===== src/rtl/regdump_pkg.sv =====
// regdump_pkg: shared state encoding and default sizes for the register dumper
package regdump_pkg;
    localparam int REGDUMP_NUM_REGS = 32;
    localparam int REGDUMP_ADDR_W   = 5;
    localparam int REGDUMP_DATA_W   = 32;
    typedef enum logic [1:0] {S_IDLE, S_READ, S_HOLD, S_DONE} state_t;
endpackage


===== src/rtl/regfile_dumper.sv =====
// regfile_dumper: walks every register through an async read port and streams idx/data beats
module regfile_dumper
    import regdump_pkg::*;
#(
    parameter int NUM_REGS = REGDUMP_NUM_REGS,
    parameter int ADDR_W   = REGDUMP_ADDR_W,
    parameter int DATA_W   = REGDUMP_DATA_W
) (
    input  logic              clk,
    input  logic              rst,
    input  logic              start,
    input  logic              abort,
    output logic [ADDR_W-1:0] rd_addr,
    input  logic [DATA_W-1:0] rd_data,
    output logic              out_valid,
    input  logic              out_ready,
    output logic [ADDR_W-1:0] out_idx,
    output logic [DATA_W-1:0] out_data,
    output logic              out_last,
    output logic              busy,
    output logic              done
);
    localparam logic [ADDR_W-1:0] LAST = ADDR_W'(NUM_REGS - 1);
    state_t            r_state;
    logic [ADDR_W-1:0] r_idx;
    logic [ADDR_W-1:0] r_out_idx;
    logic [DATA_W-1:0] r_out_data;
    logic              r_valid;
    logic              r_last;
    logic              r_busy;
    logic              r_done;
    // idx only changes on entry to READ, so it doubles as the held read address
    assign rd_addr   = r_idx;
    assign out_valid = r_valid;
    assign out_idx   = r_out_idx;
    assign out_data  = r_out_data;
    assign out_last  = r_last;
    assign busy      = r_busy;
    assign done      = r_done;
    always_ff @(posedge clk) begin
        if (rst) begin
            r_state    <= S_IDLE;
            r_idx      <= '0;
            r_out_idx  <= '0;
            r_out_data <= '0;
            r_valid    <= 1'b0;
            r_last     <= 1'b0;
            r_busy     <= 1'b0;
            r_done     <= 1'b0;
        end else begin
            r_done <= 1'b0;
            if (abort && r_state != S_IDLE) begin
                r_state <= S_IDLE;
                r_valid <= 1'b0;
                r_busy  <= 1'b0;
            end else begin
                unique case (r_state)
                    S_IDLE: if (start) begin
                        r_idx   <= '0;
                        r_state <= S_READ;
                        r_busy  <= 1'b1;
                    end
                    S_READ: begin
                        r_out_data <= rd_data;
                        r_out_idx  <= r_idx;
                        r_last     <= r_idx == LAST;
                        r_valid    <= 1'b1;
                        r_state    <= S_HOLD;
                    end
                    S_HOLD: if (out_ready) begin
                        r_valid <= 1'b0;
                        if (r_idx == LAST) begin
                            r_state <= S_DONE;
                            r_done  <= 1'b1;
                        end else begin
                            r_idx   <= r_idx + ADDR_W'(1);
                            r_state <= S_READ;
                        end
                    end
                    S_DONE: begin
                        r_state <= S_IDLE;
                        r_busy  <= 1'b0;
                    end
                    default: r_state <= S_IDLE;
                endcase
            end
        end
    end
endmodule

===== config.mk =====
export PLATFORM = sky130hd
export DESIGN_NAME = regfile_dumper
export DESIGN_NICKNAME = d
export VERILOG_FILES = /design/src/rtl/regdump_pkg.sv /design/src/rtl/regfile_dumper.sv
export SDC_FILE = /design/constraint.sdc
export NUM_CORES = 1
export LEC_CHECK = 0
export ABC_AREA = 0
export BUFFER_PORTS_ARGS = -buffer_cell sky130_fd_sc_hd__buf_2
export CAP_MARGIN = 20
export CORE_MARGIN = 1
export CORE_UTILIZATION = 46
export CTS_CLUSTER_DIAMETER = 50
export DETAILED_ROUTE_END_ITERATION = 10
export PLACE_DENSITY = 0.85
export SYNTH_ARGS = -nofsm -noshare
export SYNTH_HDL_FRONTEND = slang
export SYNTH_SLANG_ARGS = --single-unit

===== constraint.sdc =====
create_clock -name clk -period 1.97 [get_ports clk]
set_input_delay 0.394 -clock clk [delete_from_list [all_inputs] [get_ports clk]]
set_output_delay 0.394 -clock clk [all_outputs]
set_load 0.02 [all_outputs]

Yosys cells after proc, flatten, opt, wreduce, memory -nomap -nowiden
Cells that the tools add are included.
{ "classes": {"n_shift": 0, "n_div": 0, "mul": 0, "n_eq_ne": 7, "order_cmp": 0, "reduce_logical": 13, "bitwise_logic": 3, "n_addsub": 1, "mux": 13} }
{ "op_table": {"columns": ["op", "count"], "rows": [
  ["$mux W5", 3],
  ["$pmux W5 S2", 1],
  ["$pmux W2 S4", 1],
  ["$reduce_and A2 Y1", 4],
  ["$reduce_bool A2 Y1", 4],
  ["$mux W2", 3],
  ["$ne A2 B2 Y1 const B", 3],
  ["$add A5 B1 Y5 const B", 1],
  ["$eq A5 B5 Y1 const B", 1],
  ["$reduce_and A5 Y1", 1],
  ["$eq A2 B2 Y1 const B", 2],
  ["$pmux W1 S2", 2],
  ["$reduce_or A4 Y1", 1],
  ["$mux W1", 3],
  ["$not A1 Y1", 3],
  ["$eq A2 B1 Y1 const B", 1],
  ["$logic_not A2 Y1", 1],
  ["$reduce_or A2 Y1", 1],
  ["$logic_and A1 B1 Y1", 1]
]} }
{ "totals": {"ram_bits": 0, "reg_bits": 48, "latchBits": 0, "memories": 0, "out_inout_bits": 46, "word_cells": 45, "mem_bits_ro": 0} }

Depth between registers and ports, before layout
Gate-level depths: netlist of run 1.
{ "depth": {"word_depth": 4, "ltp_mapped": 7, "ltp_nobuf": 7} }

Worst setup path after synthesis of run 1
Ideal clock, no wire load.
{ "synth_path": {"path_type": "reg2reg", "start": "register r_idx[0] (netlist: rd_addr[0])", "end": "register r_idx[3] (netlist: rd_addr[3])", "setup_slack_ns": 0.290, "t_required_ns": 1.842, "t_arrival_ns": 1.552, "path_stages_with_launch": 8, "path_buffers": 0, "setup_ns": 0.128, "path_cell_list": "dfxtp_1 > ha_1 > inv_1 > nor3_1 > ha_1 > nand4bb_1 > a221oi_1 > o31ai_1"} }
{ "synth_between": {"elab_chain_cells": 4} }
{ "synth_lines": {"columns": ["element", "line_no", "source"], "rows": [
  ["start, declared", "regfile_dumper.sv:25", "logic [ADDR_W-1:0] r_idx;"],
  ["start signal, assigned", "regfile_dumper.sv:76", "r_idx <= r_idx + ADDR_W'(1);"],
  ["$add A5 B1 Y5", "regfile_dumper.sv:76", null],
  ["$mux W5", "regfile_dumper.sv:72", "if (r_idx == LAST) begin"],
  ["$mux W5", "regfile_dumper.sv:70", "S_HOLD: if (out_ready) begin"],
  ["$pmux W5 S2", "regfile_dumper.sv:57", "unique case (r_state)"]
]} }
Several ways; a longest one is shown, not always the timed one. The select of a mux whose other input is x is not followed.
A chain may end at the register's enable or synchronous reset.

Final worst setup path of run 1
{ "layout_path": {"start": "register r_idx[0] (netlist: rd_addr[0])", "end": "register r_idx[2] (netlist: rd_addr[2])"} }
The elaborated chain is that of the path after synthesis.

==> reports/results.env, run 1 <==
GRT_START_MAX_NET_PINS=22
R2R_SETUP_SLACK_NS=0.22
RR_ENDPOINT='rd_addr[2]'
FINALHOLDWORSTSLACK_NS=0.3392
CTS.HTREE.LEVELS=2
DETAILEDROUTE.FIRSTITERATIONVIOLATIONS=89
START_KIND='flop'
SYNTH_CELL_TYPE_COUNT=30
POWER.LEAKAGE_nW=1.056
NUM_VIAS=1800
WORST_SETUP_HOLD_PATH_CLK_SLEW_NS=0.08
LAYOUT.FILLER_CELLS=339
CP_DATA_ARRIVAL_TIME_NS=1.93
YOSYS_MOST_USED_DFF='sky130_fd_sc_hd__dfxtp_1'
MAXCAPVIOLCOUNT=0
SETUP-TNS-FINAL_NS=0
WORST_SLEW_MARGIN_REL_PCT=70.68
ROUTABILITYCONGESTION=0.7968
SYNTH_SEQUENTIAL_AREA_RATIO_PCT=51.72
ROUTE.DETAILED.DRC=0
SETUP_CRIT_PATH_KIND='flop to flop'
SETUP_VIOL_COUNT_FINAL=0
HP-CLASS='primary input to flop'
CRIT_BUF_INV=1
DIE-AREA_UM2=4297
CTS_BUFFERS=5
MIN_PERIOD_OVER_PERIOD_PCT=88.97
CLK_PATH_BUF_DEPTH=2
SYNTH_MOST_COMMON_CELL='sky130_fd_sc_hd__nand2_1'
PLACE_AREA_UM2=2296
CLK_ROOT_BUFFER_CELL='sky130_fd_sc_hd__clkbuf_8'
CLOCK.FMAX_GHz=0.5706
FINAL_LAYOUT_SIZE_SUFFIX_GT1_SHARE_PCT=31.94
MEAN_CELL_AREA_OF_THE_MAPPED_NETLIST_UM2=8.114
CRITICAL_PATH.MAX_STAGE_DELAY_NS=0.36
TOTAL_CLOCK_SINKS=48
WORST_SKEW_PAIR.LATE_LATENCY_NS=0.28
ANTENNA_CELLS_INSERTED=0
FINAL_PERIOD_MINUS_WORST_SETUP_SLACK_NS=1.753
GRT_FIRST_PASS_WIRELENGTH_MM=6.858
POSTLAYOUTCELLAREA_UM2=2390
UNREPAIRED_SETUP_ENDPOINTS_AFTER_GLOBAL_ROUTING='false'
INPUT_OUTPUT_BUFFERS=82
TRITONCTS='built'
SYNTH.CELL_AREA_UM2=1858
IO_PINS=83
PLACE.DETAILED.HPWL_MM=2.982
CRITPATHMOSTFREQUENTCELL='sky130_fd_sc_hd__ha_1'
RESIZE_COUNT_POST_CTS=0
TIMING.CRITICAL_PATH.REQUIRED_NS=2.15
SYN_INST=229
WORSTPATHCELLLIST='ha_1 > inv_1 > nor3_1 > ha_1 > nand4bb_1 > a221oi_1 > o31ai_1'
DRT.ANTENNA.VIOLATING_NETS=0
CRIT_END='rd_addr[2]'
ROUTED_WIRE_LENGTH_PER_INSTANCE_UM=11.52
SYNTH_COMMON_CELLS='78 x sky130_fd_sc_hd__nand2_1, 48 x sky130_fd_sc_hd__dfxtp_1, 43 x sky130_fd_sc_hd__a21oi_1'
CRITICAL_PATH.SLOWEST_CELL='sky130_fd_sc_hd__dfxtp_1'
WORSTREGTOREGCELLS=7
GROUTE.USAGE.OVERALL_PCT=20.63
CRIT_PATH_MAX_FANOUT=6
WORST_FLOP_TO_FLOP_PATH_STARTPOINT='rd_addr[0]'
POST-SYNTH-TOP-AREA-FRACTION_PCT=51.72
START_UTIL_PCT=49.27
VIASPERCELL=5.028
DIE_WIDTH_UM=65.56
ROWS=22
YS_FF_LATCH=48
POWER.DENSITY_CELL_AREA_nW_PER_UM2=748.3
GRT_ANTENNA_BEFORE_REPAIR=0
YOSYSTOPAREACELL='sky130_fd_sc_hd__dfxtp_1'
SYNTH_AREA_LEADERS='sky130_fd_sc_hd__dfxtp_1 52%, sky130_fd_sc_hd__nand2_1 16%, sky130_fd_sc_hd__a21oi_1 12%, sky130_fd_sc_hd__nand3_1 1.6%, sky130_fd_sc_hd__clkbuf_1 1.4%'
DRT_PRE_ANTENNA_ITERS=4
PEAKVDDDROP_uV=460.2
SYNTH_ASYNC_SR_FLOP_SHARE_PCT=0
NET_TOTAL_IN_THE_FINAL_LAYOUT=348
DRT_WL_TOTAL_MM=4.124
CP_TOP_FAMILY='adder cells'
FIRST_GLOBAL_VIAS=1655
SYNTHESIS.NETS=268
SYNTHESIS.YOSYS.WARNINGS=0
CTS_HOLD_REPAIR.BUFFERS=0
FIN_SKEW_NS=0.001644
WORST_SETUP_PATH_STARTPOINT='rd_addr[0]'
CORE_UM2=3771
ENDPOINT_KIND='flop'
RUN_STATUS='finished clean'
FLOW.AREA_GROWTH_FROM_SYNTHESIS_PCT=28.62
REPORT.FINAL.HOLD_VIOL_COUNT=0
TIMING.HOLD.WORST_PATH_DEPTH=3
POST-CTS-SETUP-BUFFER-COUNT=0
FIN_UTIL_PCT=63.37
MAX_SLEW.WORST_PIN.SLEW_NS=0.4392
SYNTH-EDFF-COUNT=0
GRT_REMAINING_OVERFLOW=0
HEIGHT_OF_THE_DIE_UM=65.56
CRIT_CELLS=7
DRV_SLEW=0
==> layer usage <==
layer / vias up / track usage [%] / part of all wire (%)
li1: 926 / - / -
met1: 798 / 22.87 / 45
met2: 72 / 36.86 / 48
met3: 4 / 5.382 / 6.1
met4: 0 / 8.696 / 1.3
met5: - / 0 / 0
==> worst min-delay path, delay by kind of cell <==
family          cells  cell delay, ns
compound gates      1            0.05
buf+inv             1            0.09
simple gates        1            0.04
==> per-stage QoR <==
step	std cells	setup slack [ns]	total power, mW
floorplan	229	0.2903	1.149
global placement	350	0.2867	1.225
detailed placement	350	0.2416	1.230
CTS	358	0.2230	1.807
global route	358	0.05379	1.890
finish	358	0.2174	1.788
==> flip-flops by register name, indices dropped and copies added (netlist names) <==
signal,flops
busy,1
done,1
out_data,32
out_idx,5
out_last,1
out_valid,1
r_state,2
rd_addr,5
==> worst min path at each step <==
stage	slack [ns]	startpoint	to
5_1_grt	0.33	rd_data[26]	out_data[26]
3_5_place_dp	0.44	out_data[2]	out_data[2]
3_3_place_gp	0.44	out_data[1]	out_data[1]
6_report	0.34	rd_data[2]	out_data[2]
4_1_cts	0.33	rd_data[2]	out_data[2]
2_1_floorplan	0.53	rd_data[0]	out_data[0]
==> kinds of logic after synthesis <==
logic type	count (synthesis)	synth area share [%]
flops	48	51.72
simple gates	106	25.66
fa+ha+maj	2	1.347
compound gates	53	15.56
buf+inv	20	5.724
==> where the power goes <==
group	switching [mW]	internal (mW)	total (mW)	leakage, nW
clock network	0.299	0.285	0.584	0.0445
logic	0.114	0.0787	0.193	0.623
registers	0.0160	0.996	1.01	0.389
total	0.429	1.36	1.79	1.06
==> placed cells by master (no fill, tap or decap), types with 3 or more instances in the layout <==
cell type and instances:
sky130_fd_sc_hd__nand2b_1 3, sky130_fd_sc_hd__clkbuf_8 6, sky130_fd_sc_hd__nand3_1 6, sky130_fd_sc_hd__inv_1 4, sky130_fd_sc_hd__buf_4 7, sky130_fd_sc_hd__buf_2 82
sky130_fd_sc_hd__nor2_1 3, sky130_fd_sc_hd__o31ai_1 3, sky130_fd_sc_hd__a21oi_1 43, sky130_fd_sc_hd__dfxtp_1 48, sky130_fd_sc_hd__nand2_1 78
==> area by class of cell <==
type	count	area, µm²	area share (%)
timing repair buffer	89	462.9	19.37
clock buffer	7	86.33	3.613
sequential	48	960.9	40.21
inverter	4	15.01	0.6283
tap	48	60.06	2.513
multi-input combinational	161	797.0	33.35
clock inverter	1	7.507	0.3141
No activity file was read; power rests on OpenSTA's default activity.
==> run 2: changes to the inputs <==
Settings changed: SETUP_SLACK_MARGIN from default to 0.5.
==> reports/results.env, run 2 (synthesized netlist as in run 1, its figures left out) <==
DIE-AREA_UM2=4297  # unchanged
IO_PINS=83  # unchanged
POWER.DENSITY_CELL_AREA_nW_PER_UM2=718.3  # -4.0%
PLACE.DETAILED.HPWL_MM=3.049  # +2.2%
POWER.SWITCHING_FRACTION_PCT=24.72  # +0.73 points
TRITONCTS='built'
CTS_BUFFERS=5  # unchanged
WORSTPATHCELLLIST='ha_4 > inv_4 > nor3_2 > ha_2 > nand4bb_4 > a221oi_2 > o31ai_1'
LAYOUT.FILLER_CELLS=351  # +3.5%
GROUTE.USAGE.OVERALL_PCT=21.49  # +0.86 points
DRT_WL_TOTAL_MM=4.523  # +9.7%
FINAL_PERIOD_MINUS_WORST_SETUP_SLACK_NS=1.507  # -0.2455 ns
UNREPAIRED_SETUP_ENDPOINTS_AFTER_GLOBAL_ROUTING='true'
WORST_SETUP_HOLD_PATH_CLK_SLEW_NS=0.09  # about the same
WORST_SLEW_MARGIN_REL_PCT=73.52  # +2.8 points
POWER.SWITCHING_uW=445.6  # +3.9%
POST-LAYOUT-TOTAL-POWER_mW=1.803  # +0.81%
FLIP_FLOP_COUNT_OF_THE_LARGEST_REGISTER_AFTER_LAYOUT=32  # unchanged
GRT_REMAINING_OVERFLOW=0  # unchanged
START_KIND='flop'
INPUT_OUTPUT_BUFFERS=82  # unchanged
NUM_VIAS=1853  # +2.9%
POWER.LEAKAGE_nW=1.089  # +3.1%
POWER.COMBINATIONAL.FRACTION_PCT=11.5  # +0.7 points
ANTENNA_CELLS_INSERTED=0  # unchanged
CLOCK.FMAX_GHz=0.6635  # +16%
DIE_WIDTH_UM=65.56  # unchanged
DRT_PRE_ANTENNA_ITERS=4  # unchanged
MIN_PERIOD_OVER_PERIOD_PCT=76.50  # -12 points
SETUP_CRIT_PATH_KIND='flop to flop'
CRITICAL_PATH.SLOWEST_CELL='sky130_fd_sc_hd__dfxtp_4'
HEIGHT_OF_THE_DIE_UM=65.56  # unchanged
FIN_SKEW_NS=0.006468  # +0.004824 ns
MOST_COMMON_CELL_AFTER_LAYOUT_FILL_AND_TAPS_ASIDE='sky130_fd_sc_hd__buf_2'
DRV_SLEW=0  # unchanged
CP_DATA_ARRIVAL_TIME_NS=1.69  # -0.24 ns
ROUTE.DETAILED.DRC=0  # unchanged
CRIT_PATH_MAX_FANOUT=5  # -1
CORE_UM2=3771  # unchanged
CLK_PATH_BUF_DEPTH=2  # unchanged
REPORT.FINAL.HOLD_VIOL_COUNT=0  # unchanged
START_UTIL_PCT=49.27  # unchanged
ENDPOINT_KIND='flop'
LAYOUT_COMMON_CELLS='82 x sky130_fd_sc_hd__buf_2, 78 x sky130_fd_sc_hd__nand2_1, 45 x sky130_fd_sc_hd__dfxtp_1, 43 x sky130_fd_sc_hd__a21oi_1, 10 x sky130_fd_sc_hd__buf_4'
CTS.HTREE.LEVELS=2  # unchanged
WORST_SKEW_PAIR.LATE_LATENCY_NS=0.29  # about the same
MULTI_INPUT_AREA_UM2=864.6  # +8.5%
ROUTABILITYCONGESTION=0.8420  # +5.7%
VIASPERCELL=5.119  # +1.8%
DRT.ANTENNA.VIOLATING_NETS=0  # unchanged
NET_TOTAL_IN_THE_FINAL_LAYOUT=352  # +1.1%
PEAKVDDDROP_uV=604.0  # +31%
DETAILEDROUTE.FIRSTITERATIONVIOLATIONS=81  # -9.0%
CRITICAL_PATH.MAX_STAGE_DELAY_NS=0.36  # about the same
GRT_ANTENNA_BEFORE_REPAIR=0  # unchanged
GRT_START_MAX_NET_PINS=35  # +59%
HP-CLASS='primary input to flop'
GRT_FIRST_PASS_WIRELENGTH_MM=7.072  # +3.1%
ROUTED_WIRE_LENGTH_PER_INSTANCE_UM=12.49  # +8.5%
FINAL_LAYOUT_SIZE_SUFFIX_GT1_SHARE_PCT=37.26  # +5.3 points
SETUP_VIOL_COUNT_FINAL=0  # unchanged
MAX_SLEW.WORST_PIN.SLEW_NS=0.3964  # -0.04283 ns
MAXCAPVIOLCOUNT=0  # unchanged
POWER.SHARE.SEQUENTIAL_PCT=55.8  # -0.8 points
RUN_STATUS='finished clean'
TIMING.CRITICAL_PATH.REQUIRED_NS=2.15  # about the same
FIRST_GLOBAL_VIAS=1662  # +0.42%
POWER.INTERNAL_mW=1.357  # -0.17%
TOTAL_CLOCK_SINKS=48  # unchanged
CLK_ROOT_BUFFER_CELL='sky130_fd_sc_hd__clkbuf_8'
FLOW.AREA_GROWTH_FROM_SYNTHESIS_PCT=35.08
SEQCELLAREA_UM2=969.7  # +0.91%
ROWS=22  # unchanged
PWR-SHARE-CLK_PCT=32.7  # about the same
SETUP-TNS-FINAL_NS=0  # unchanged
[run 2: repair_timing]
item	4_1_cts	5_1_grt
hold buffers	0	0
setup endpoints to repair	5	6
gates resized for setup	1	5
pin swaps	4	6
setup buffers	4	0
[run 2: layer usage]
metal | part of all wire, % | GRT usage (%)
met1 | 42 | 25.16
met2 | 50 | 36.73
met3 | 7.0 | 5.903
met4 | 0.75 | 8.696
met5 | 0 | 0
[run 2: cell type report]
type	count	share of cell area [%]
clock buffers	6	3.290
clock inverters	2	0.3988
inverters	4	0.6979
multi-input cells	161	34.45
flip-flops and latches	48	38.63
well taps	48	2.393
repair buffers	93	20.14
[run 2: power groups by stage]
stage          Clock, mW  Combinational, mW  Sequential, mW
2_1_floorplan          0             0.0912            1.06
5_1_grt            0.637              0.225            1.01
3_5_place_dp           0              0.205            1.03
4_1_cts            0.601              0.207            1.01
6_report           0.590              0.207            1.01
3_3_place_gp           0              0.202            1.03
[run 2: through the flow]
step	std cells	hold WS, ns	worst slack [ns]	cell area, µm²	utilization, %
after floorplan	229	0.5100	0.4443	1911	-
final	362	0.3343	0.4629	2510	66.56
after global routing	362	0.3268	0.4260	2510	66.56
after detailed placement	350	0.4447	0.3935	2361	62.61
after CTS	362	0.3288	0.4643	2489	65.99
after global placement	350	0.4386	0.4321	2361	62.61
[run 2: path summary, 6_finish.rpt]
check                           slack (ns)          from  depth (start not counted)            to
worst min-delay path                  0.33   rd_data[30]                          3  out_data[30]
worst max-delay path                  0.46    rd_addr[0]                          7    rd_addr[3]
worst max register to register        0.46    rd_addr[0]                          7    rd_addr[3]
worst min register to register        0.46  out_data[20]                          2  out_data[20]
[run 2: worst max-delay path, delay by kind of cell, from the launching register on]
family	cells	cell delay [ns]
flops	1	0.36
fa+ha+maj	2	0.36
compound gates	2	0.36
simple gates	2	0.27
buf+inv	1	0.05
